<file path="src/rtl/msx_mouse_reader.sv">
// msx_mouse_reader: host side of the MSX strobe-clocked mouse protocol.
// Issues four strobe edges per frame and rebuilds signed X/Y deltas.
module msx_mouse_reader #(
  parameter int DELAY  = 64,
  parameter int RESYNC = 131072
) (
  input  logic       clk_sys,
  input  logic       reset,
  input  logic       start,
  input  logic [5:0] joy_in,
  output logic       stra,
  output logic       busy,
  output logic [7:0] dx,
  output logic [7:0] dy,
  output logic [1:0] btn,
  output logic       valid
);

  typedef enum logic [2:0] {
    S_RESYNC,
    S_IDLE,
    S_TOGGLE,
    S_WAIT,
    S_DONE
  } state_t;

  localparam logic [16:0] RS_LAST = 17'(RESYNC - 1);
  localparam logic [16:0] DL_LAST = 17'(DELAY - 1);

  state_t      r_state;
  state_t      w_next;
  logic [16:0] r_cnt;
  logic [1:0]  r_idx;
  logic [11:0] r_shift;
  logic        r_stra;
  logic [7:0]  r_dx;
  logic [7:0]  r_dy;
  logic [1:0]  r_btn;
  logic        w_zero;
  logic        w_rs_end;

  assign w_zero   = (r_cnt == 17'd0);
  assign w_rs_end = (r_cnt == RS_LAST);

  // State register
  always_ff @(posedge clk_sys) begin
    if (reset) r_state <= S_RESYNC;
    else       r_state <= w_next;
  end

  // Next-state decode and status outputs
  always_comb begin
    w_next = r_state;
    busy   = 1'b1;
    valid  = 1'b0;
    unique case (r_state)
      S_RESYNC: begin
        if (w_rs_end) w_next = S_IDLE;
      end
      S_IDLE: begin
        busy = 1'b0;
        if (start) w_next = S_TOGGLE;
      end
      S_TOGGLE: begin
        w_next = S_WAIT;
      end
      S_WAIT: begin
        if (w_zero) begin
          if (r_idx == 2'd3) w_next = S_DONE;
          else               w_next = S_TOGGLE;
        end
      end
      S_DONE: begin
        valid  = 1'b1;
        w_next = S_IDLE;
      end
      default: w_next = S_RESYNC;
    endcase
  end

  // Counters, strobe, nibble shift register and result registers;
  // results load on the fourth sample so they are visible with valid
  always_ff @(posedge clk_sys) begin
    if (reset) begin
      r_cnt   <= '0;
      r_idx   <= '0;
      r_shift <= '0;
      r_stra  <= 1'b0;
      r_dx    <= '0;
      r_dy    <= '0;
      r_btn   <= '0;
    end else begin
      unique case (r_state)
        S_RESYNC: begin
          if (!w_rs_end) r_cnt <= r_cnt + 17'd1;
        end
        S_IDLE: begin
          r_idx <= '0;
        end
        S_TOGGLE: begin
          r_stra <= ~r_stra;
          r_cnt  <= DL_LAST;
        end
        S_WAIT: begin
          if (!w_zero) begin
            r_cnt <= r_cnt - 17'd1;
          end else if (r_idx == 2'd3) begin
            r_dx  <= r_shift[11:4];
            r_dy  <= {r_shift[3:0], joy_in[3:0]};
            r_btn <= ~joy_in[5:4];
          end else begin
            r_shift <= {r_shift[7:0], joy_in[3:0]};
            r_idx   <= r_idx + 2'd1;
          end
        end
        S_DONE: begin
        end
        default: begin
        end
      endcase
    end
  end

  assign stra = r_stra;
  assign dx   = r_dx;
  assign dy   = r_dy;
  assign btn  = r_btn;

endmodule

</file>
<file path="config.mk">
export PLATFORM = sky130hd
export DESIGN_NAME = msx_mouse_reader
export DESIGN_NICKNAME = d
export VERILOG_FILES = /design/src/rtl/msx_mouse_reader.sv
export SDC_FILE = /design/constraint.sdc
export NUM_CORES = 1
export LEC_CHECK = 0
export ABC_AREA = 1
export BUFFER_PORTS_ARGS = -buffer_cell sky130_fd_sc_hd__buf_2
export CAP_MARGIN = 20
export CORE_MARGIN = 2
export CORE_UTILIZATION = 25
export CTS_BUF_LIST = sky130_fd_sc_hd__clkbuf_8
export CTS_CLUSTER_DIAMETER = 100
export DETAILED_ROUTE_END_ITERATION = 6
export GPL_ROUTABILITY_DRIVEN = 0
export PLACE_DENSITY = 0.48
export SLEW_MARGIN = 20
export SYNTH_ARGS = -nofsm -noshare
export SYNTH_HDL_FRONTEND = slang
export SYNTH_SLANG_ARGS = --single-unit
</file>
<file path="constraint.sdc">
create_clock -name clk_sys -period 2.1 [get_ports clk_sys]
set_input_delay 0.315 -clock clk_sys [delete_from_list [all_inputs] [get_ports clk_sys]]
set_output_delay 0.315 -clock clk_sys [all_outputs]
set_load 0.05 [all_outputs]
</file>
==> impl_metrics.ini <==
[status]
status = completed

[yosys]
synthesis.nets = 514
syn_avg_cell_area_um2 = 6.47
synth_seq_cells = 53
synth_edf_count = 0
syn_inst = 488
yosys_most_used_dff = dfxtp_1
ys_async_sr_fraction = 0
syn_area_um2 = 3160
ys_seq_area_frac = 0.336
yosys_warnings = 0
synth_cell_types = 30

[clocking]
holdBufCountCts = 0
numCtsBuffers = 5
h-tree-depth = 2
clock_path_buffers = 2
clk_pin_slew_ns = 0.11
cts_tree = done
insertion_delay_ns = 0.33
cts-root-buf = clkbuf_8
cts.sinks = 53

[placed_design]
place_ws_ns = -0.00712
hpwl_mm = 5.75
portBuffers = 29

[job]
maxCapViolations = 0

[floorplanning]
dieArea_um2 = 13500
io_pins = 30
initial_core_util = 0.253
fp-row-count = 41
die_w_um = 116
core_um2 = 12500
die_h_um = 116

[setup_path]
start_kind = flop
end_kind = flop
critical_path_class = reg -> reg
arrival_ns = 2.18
crit_fanout = 4
cp.required_ns = 2.35

[layout]
multi_input_area_um2 = 1870
seq_area_um2 = 1060
finalNetCount = 553
layout_commonest_cell = nand2_1
areaGrowthSynthToFinish_pct = 19.1
nFillCells = 1377
mostFrequentLayoutCells = nand2_1, nor2_1, inv_1
final_util = 0.302
diodes = 0
final_layout_size_suffix_gt1_frac = 0.167

[power_and_ir_drop]
powerDensity_nw_per_um2 = 463
report.power.total_mw = 1.74
ir_drop_mv = 0.246
p_leak_nw = 1.86

[sta]
final_max_slew_viol_count = 0
layout_min_cycle_time_ns = 1.93
whs_ns = 0.144
relSlewSlack = 0.612
setup_viol = 0
worst_slack_ns = 0.167
finalHoldViolCount = 0
rsz0062_at_grt = yes
setup_tns_ns = 0
skew_ns = 0.0168
worst_pin_slew_ns = 0.578
layout_worst_path_cycle_share = 0.920
fmax_mhz = 517

[routing]
postRouteAntennaNets = 0
drc = 0
avgViaCountPerCell = 4.30
vias = 3012
wl_per_cell_um = 11.5
drt_iter0_drc = 141
dr.pass1.iters = 5
routed_wirelength_mm = 8.04

[worst_hold_path]
hold_path.class = in -> reg

[global_route]
antenna_found_initial = 0
gr-total-overflow = 0
grt_pass1_wl_mm = 13.7
grt_max_degree = 39
grt_use_total = 0.126
first_global_vias = 2890
cell type report:
| class | count | area share |
|---|---|---|
| Clock buffer | 5 | 0.0183 |
| Clock inverter | 3 | 0.00765 |
| Inverter | 67 | 0.0682 |
| Multi-Input combinational cell | 356 | 0.497 |
| Sequential cell | 53 | 0.283 |
| Tap cell | 172 | 0.0572 |
| Timing Repair Buffer | 44 | 0.0696 |
cell usage after synthesis (5+ instances only):
| cell type | instances | area (um2) |
|---|---|---|
| clkbuf_1 | 6 | 22.5 |
| ha_1 | 16 | 200 |
| inv_2 | 5 | 18.8 |
| a21oi_1 | 28 | 140 |
| inv_1 | 61 | 229 |
| o21ai_1 | 18 | 90.1 |
| nand3_1 | 25 | 125 |
| o21ai_0 | 11 | 55.1 |
| dfxtp_1 | 53 | 1060 |
| nor2_1 | 71 | 267 |
| nand2_1 | 129 | 484 |
| nor3_1 | 26 | 130 |
worst paths after layout:
path	start	endpoint	slack, ns	cells past startpoint
max	r_state[2]	r_cnt[13]	0.17	13
min	joy_in[5]	btn[1]	0.14	2
max reg2reg	r_state[2]	r_cnt[13]	0.17	13
min reg2reg	r_idx[0]	r_idx[0]	0.49	2
per-layer routing:
layer / share of wire / track usage / up-vias
met5: 0 / 0 / -
met1: 0.49 / 0.164 / 1334
met4: 0.0075 / 0.0294 / 0
met3: 0.039 / 0.0270 / 4
li1: - / - / 1620
met2: 0.47 / 0.216 / 54
report_power, final:
part	internal [mW]	total (mW)	switching, mW	leakage, nW
Sequential	1.01	1.02	0.00646	0.428
Clock	0.251	0.655	0.404	0.0506
Combinational	0.0255	0.0685	0.0430	1.38
stage by stage:
stage	instances	cell area, um2
6_report	700	3760
5_1_grt	700	3760
4_1_cts	695	3610
3_5_place_dp	687	3510
3_3_place_gp	687	3510
2_1_floorplan	488	3160
kinds of logic after synthesis:
| family | count (synthesis) | share of synthesized area |
|---|---|---|
| AND/OR/NAND/NOR | 272 | 0.373 |
| adder cells (fa/ha/maj) | 17 | 0.0698 |
| flip-flops | 53 | 0.336 |
| AO/OA/AOI/OAI | 61 | 0.0999 |
| buffers and inverters | 79 | 0.104 |
| XOR/XNOR | 6 | 0.0166 |
critical path, cell delays in order (launching register included):
cell      delay, ns
dfxtp_2        0.35
inv_2          0.04
nand3_2        0.09
clkinv_4       0.07
buf_4          0.15
ha_1           0.29
or2_4          0.26
nand3b_1       0.08
nand2_1        0.11
nand2_1        0.10
nand2_1        0.06
nand2_1        0.06
nand3_1        0.08
a21oi_1        0.13
registers in the layout, summed over array words and instances, names as in the netlist:
name and flops:
btn 2, dx 8, dy 8, r_cnt 17
r_idx 2, r_shift 12, r_state 3, stra 1
what timing repair did:
action / in CTS / in global routing
setup buffers: 0 / 5
setup endpoints to repair: 3 / 11
gates resized for setup: 1 / 20
pin swaps: 0 / 0
Note: power is estimated with default switching activity, not from simulation.
